## config.mk

```make
export PLATFORM = sky130hd
export DESIGN_NAME = pll_scan_responder
export DESIGN_NICKNAME = d
export VERILOG_FILES = /design/src/rtl/pll_scan_responder.sv
export SDC_FILE = /design/constraint.sdc
export NUM_CORES = 1
export LEC_CHECK = 0
export BUFFER_PORTS_ARGS = -buffer_cell sky130_fd_sc_hd__buf_2
export CAP_MARGIN = 15
export CORE_MARGIN = 3
export CORE_UTILIZATION = 25
export DETAILED_ROUTE_END_ITERATION = 8
export GPL_TIMING_DRIVEN = 0
export PLACE_DENSITY = 0.46
export SLEW_MARGIN = 25
export SYNTH_ARGS = -nofsm -noshare
export SYNTH_HDL_FRONTEND = slang
export SYNTH_SLANG_ARGS = --single-unit
```

## constraint.sdc

```tcl
create_clock -name clock -period 6.4 [get_ports clock]
set_clock_uncertainty 0.05 [all_clocks]
set_input_delay 1.28 -clock clock [delete_from_list [all_inputs] [get_ports clock]]
set_output_delay 1.28 -clock clock [all_outputs]
set_load 0.01 [all_outputs]
```

## src/rtl/pll_scan_responder.sv

```systemverilog
// PLL reconfiguration responder: loads a shadow scan chain serially from the config ROM and
// shifts it into the ALTPLL scan port, then pulses configupdate and waits for scandone.
module pll_scan_responder #(
    parameter int SCAN_LEN = 144,
    parameter int ADDR_W   = 8,
    parameter int ROM_LAT  = 2,
    parameter int TIMEOUT  = 1023
) (
    input  logic              clock,
    input  logic              reset,
    input  logic              write_from_rom,
    input  logic              reconfig,
    input  logic              reset_rom_address,
    output logic [ADDR_W-1:0] rom_address,
    input  logic              rom_data,
    output logic              busy,
    output logic              scandata,
    output logic              scanclkena,
    output logic              configupdate,
    input  logic              pll_scandone,
    output logic              timeout_err
);
    localparam int CW = $clog2(SCAN_LEN + 1);
    localparam int TW = $clog2(TIMEOUT + 1);
    localparam logic [CW-1:0]     LAST      = CW'(SCAN_LEN - 1);
    localparam logic [CW-1:0]     ISS_END   = CW'(SCAN_LEN);
    localparam logic [ADDR_W-1:0] ADDR_LAST = ADDR_W'(SCAN_LEN - 1);
    localparam logic [TW-1:0]     T_MAX     = TW'(TIMEOUT);

    typedef enum logic [2:0] {IDLE, LOAD, SHIFT, UPDATE, WAIT_DONE} state_t;
    state_t state, state_nx;

    logic [CW-1:0]       iss_cnt;
    logic [CW-1:0]       cnt;
    logic [TW-1:0]       tcnt;
    logic [SCAN_LEN-1:0] shadow;
    logic [ROM_LAT-1:0]  vld_pipe;
    logic [1:0]          done_sync;
    logic                done_s, iss_vld, cap, accept_wr, accept_rc, timed_out;

    assign done_s    = done_sync[1];
    assign accept_wr = (state == IDLE) && write_from_rom;
    assign accept_rc = (state == IDLE) && reconfig && !write_from_rom;
    assign iss_vld   = (state == LOAD) && (iss_cnt != ISS_END);
    // vld_pipe[ROM_LAT-1] marks the cycle a tagged ROM bit is on rom_data
    assign cap       = (state == LOAD) && vld_pipe[ROM_LAT-1];
    assign timed_out = (state == WAIT_DONE) && !done_s && (tcnt == T_MAX);

    always_ff @(posedge clock or posedge reset) begin
        if (reset) state <= IDLE;
        else       state <= state_nx;
    end

    always_comb begin
        state_nx = state;
        case (state)
            IDLE: begin
                if (accept_wr)      state_nx = LOAD;
                else if (accept_rc) state_nx = SHIFT;
            end
            LOAD:      if (cap && cnt == LAST) state_nx = IDLE;
            SHIFT:     if (cnt == LAST) state_nx = UPDATE;
            UPDATE:    state_nx = WAIT_DONE;
            WAIT_DONE: if (done_s || tcnt == T_MAX) state_nx = IDLE;
            default:   state_nx = IDLE;
        endcase
    end

    always_ff @(posedge clock or posedge reset) begin
        if (reset) begin
            busy         <= 1'b0;
            scandata     <= 1'b0;
            scanclkena   <= 1'b0;
            configupdate <= 1'b0;
            timeout_err  <= 1'b0;
            rom_address  <= '0;
            shadow       <= '0;
            iss_cnt      <= '0;
            cnt          <= '0;
            tcnt         <= '0;
            vld_pipe     <= '0;
            done_sync    <= '0;
        end else begin
            busy         <= (state_nx != IDLE);
            scanclkena   <= (state_nx == SHIFT);
            configupdate <= (state_nx == UPDATE);
            vld_pipe     <= ROM_LAT'({vld_pipe, iss_vld});
            done_sync    <= {done_sync[0], pll_scandone};

            if (accept_wr || accept_rc) timeout_err <= 1'b0;
            else if (timed_out)         timeout_err <= 1'b1;

            if (state == IDLE) begin
                if (accept_wr || reset_rom_address) rom_address <= '0;
            end else if (state == LOAD && rom_address != ADDR_LAST) begin
                rom_address <= rom_address + 1'b1;
            end

            if (accept_wr)    iss_cnt <= '0;
            else if (iss_vld) iss_cnt <= iss_cnt + 1'b1;

            if (accept_wr || accept_rc)           cnt <= '0;
            else if (cap || state == SHIFT)       cnt <= cnt + 1'b1;

            // Bits arrive address-ascending, so shifting in at the LSB leaves address k at [SCAN_LEN-1-k]
            if (cap) shadow <= {shadow[SCAN_LEN-2:0], rom_data};

            // Rotate SCAN_LEN times in total so the chain is intact for the next reconfig
            if (state_nx == SHIFT) begin
                scandata <= shadow[SCAN_LEN-1];
                shadow   <= {shadow[SCAN_LEN-2:0], shadow[SCAN_LEN-1]};
            end else begin
                scandata <= 1'b0;
            end

            if (state == UPDATE)                       tcnt <= TW'(1);
            else if (state == WAIT_DONE && tcnt != T_MAX) tcnt <= tcnt + 1'b1;
        end
    end
endmodule

```

==> run metrics <==
Worst Setup Path Type in -> reg; area share of the largest cell type after synthesis 0.622; count of different cell masters after synthesis 46; vias in the first global route 4399; synthesized area 7650 µm²; shortest period the worst path allows 2.95 ns; crit-path max FO 10; overall fraction of global-route tracks in use 0.0784; sinks on the clock net 190; total count of hold-check failures in the final report 0; final period utilization 0.461; chip width 181 µm; count of buffers from port buffering 18; global-route wire length before repair 21500 µm; Area Overhead vs Synth 17.0%; total number of vias 4217; die area 32700 µm²; Wirelength per Cell 12.3 µm; insertion delay of the later-clocked pin in the worst-skew pair 0.43 ns; Fmax achieved 339 MHz; number of cells upsized or downsized after cts 0; quantity of hold-fixing buffers added after cts 0; Min-Delay Path Class reg -> reg; area fraction in compound gates after synthesis 0.0453; EDFF count, synth 0; gpl congestion 0.774; Root Buffer clkbuf_16; routed via count divided by cell count 4.33; final core occ 0.300; Boundary Pins 20; Setup Buffers After CTS 0; Yosys warning total 0; net count after synthesis 541; critical path arrival 3.21 ns; leak pwr 4.31 nW; placement row count 63; top cells by area, synth dfrtp_1 62%, mux2_2 11%, mux2_1 10%; sequential element share of the synthesized area 0.622; CTS clock-pin slew for the worst setup and hold paths 0.07 ns; combinational family with the most area after synthesis multiplexers; CTS tree yes; chip height 181 µm; post-synth top area cell dfrtp_1; post-route antenna net violation count 0; xor and xnor area share after synthesis 0.0126; type of element launching the critical path input port; number of search-and-repair iterations in the first detailed-routing pass 4; status completed; Tot Pwr 3.57 mW; DP Wirelength 8330 µm; initial detailed-routing violation count 174; area share of and/or/nand/nor cells after synthesis 0.0679; fraction of final layout cells sized beyond drive strength 1 0.265; mean post-synth cell area 14.5 µm²; core region area 29900 µm²; Post-route DRC 0; Worst Setup Slack, final 3.45 ns; number of register bits inferred by synthesis 190; starting density of the core 0.256; unrepaired setup endpoints after global routing false; Req. time, crit path 6.66 ns; TritonCTS buffer count 17; cells after synthesis 529; pin count of the biggest net entering global routing 34; total count of max-transition violations in the final report 0; adder and majority cell fraction of the synthesized area 0.00818; flip-flop cell with the highest count after synthesis dfrtp_1; aggregate negative setup slack 0 ns; total gr overflow 0; NumNets Final 584; async set or reset register ratio after synthesis 1.00; number of antenna violations at the first check in global routing 1; number of max-cap violations 0; Setup crit end kind flip-flop; final antenna diode count 0; setup-violating endpoint count in the final report 0; top cells by count, synth 190 x dfrtp_1, 75 x mux2_2, 70 x mux2_1; proportion of synthesized area in mux cells 0.224; count leader, synth dfrtp_1; final routed wirelength across all metal layers 12000 µm; clock tree buffer depth 2; Max VDD drop 0.182 mV; total power divided by cell area 399 nW/µm²; tightest hold margin 0.299 ns; DP Worst Slack 2.89 ns; H-tree depth 4; Worst slew margin 0.454; worst slew pin tran 0.813 ns
[per-stage QoR]
step | instances | cell area (µm²)
global placement | 937 | 8230
detailed placement | 943 | 8350
CTS | 975 | 8950
global route | 975 | 8950
finish | 975 | 8950
floorplan | 529 | 7650
[metal layers]
metal / GRT usage / vias up / share of wire
met5: 0 / - / 0.00067
met4: 0.0381 / 2 / 0.024
met3: 0.0191 / 24 / 0.028
met2: 0.123 / 47 / 0.48
met1: 0.101 / 2137 / 0.47
li1: - / 2007 / -
[sequential cells by signal (all words and copies together) (netlist names), 2 cells and up]
register,count
cnt,8
done_sync,2
iss_cnt,8
rom_address,8
shadow,144
state,3
tcnt,10
vld_pipe,2
[worst max-delay path, stage by stage]
cell	delay, ns
clkbuf_1	0.18
nor2_1	0.15
a21boi_0	0.11
o32ai_2	0.59
buf_4	0.32
buf_4	0.21
mux2_1	0.34
[where the power goes]
group | internal (mW) | switching (mW)
registers | 1.39 | 0.136
logic | 0.488 | 0.524
clock network | 0.528 | 0.509
total | 2.40 | 1.17
[logic make-up (layout without fill, tap and decap cells)]
group	count (synthesis)	in the layout
AOI/OAI and AO/OA	45	45
xor gates and xnor gates	11	11
adders and majority gates	5	5
buffers and inverters	31	87
DFF	190	190
muxes	153	153
and+or+nand+nor	94	94
[area by class of cell]
cell class	instances	area [µm²]
fill	2912	20900
sequential	190	4750
multi-input combinational	308	2740
tap	390	488
clock buffer	17	425
timing repair buffer	24	210
clock inverter	15	173
buffer	22	124
inverter	9	37.5
[worst paths after layout]
path                       cells past startpoint      startpoint            to  slack [ns]
min in group asynchronous                      2           reset    shadow[67]        0.82
min reg2reg                                    0    done_sync[0]  done_sync[1]        0.30
max reg2reg                                    7          cnt[0]    shadow[56]        4.01
min                                            0    done_sync[0]  done_sync[1]        0.30
max in group asynchronous                      5           reset   shadow[125]        4.54
max                                            7  write_from_rom    shadow[56]        3.45
[placed cells by master, fill, tap and decap left out, types with 8 or more instances in the layout]
cell type / instances
dfrtp_1: 190
mux2_2: 75
mux2_1: 70
buf_2: 27
nor2_1: 20
nand2_1: 18
clkbuf_16: 17
nand4_1: 13
nand3_1: 10
buf_4: 8
inv_1: 8
nor3_1: 8
mux2i_1: 8
Power figures use the tool's default switching activity.
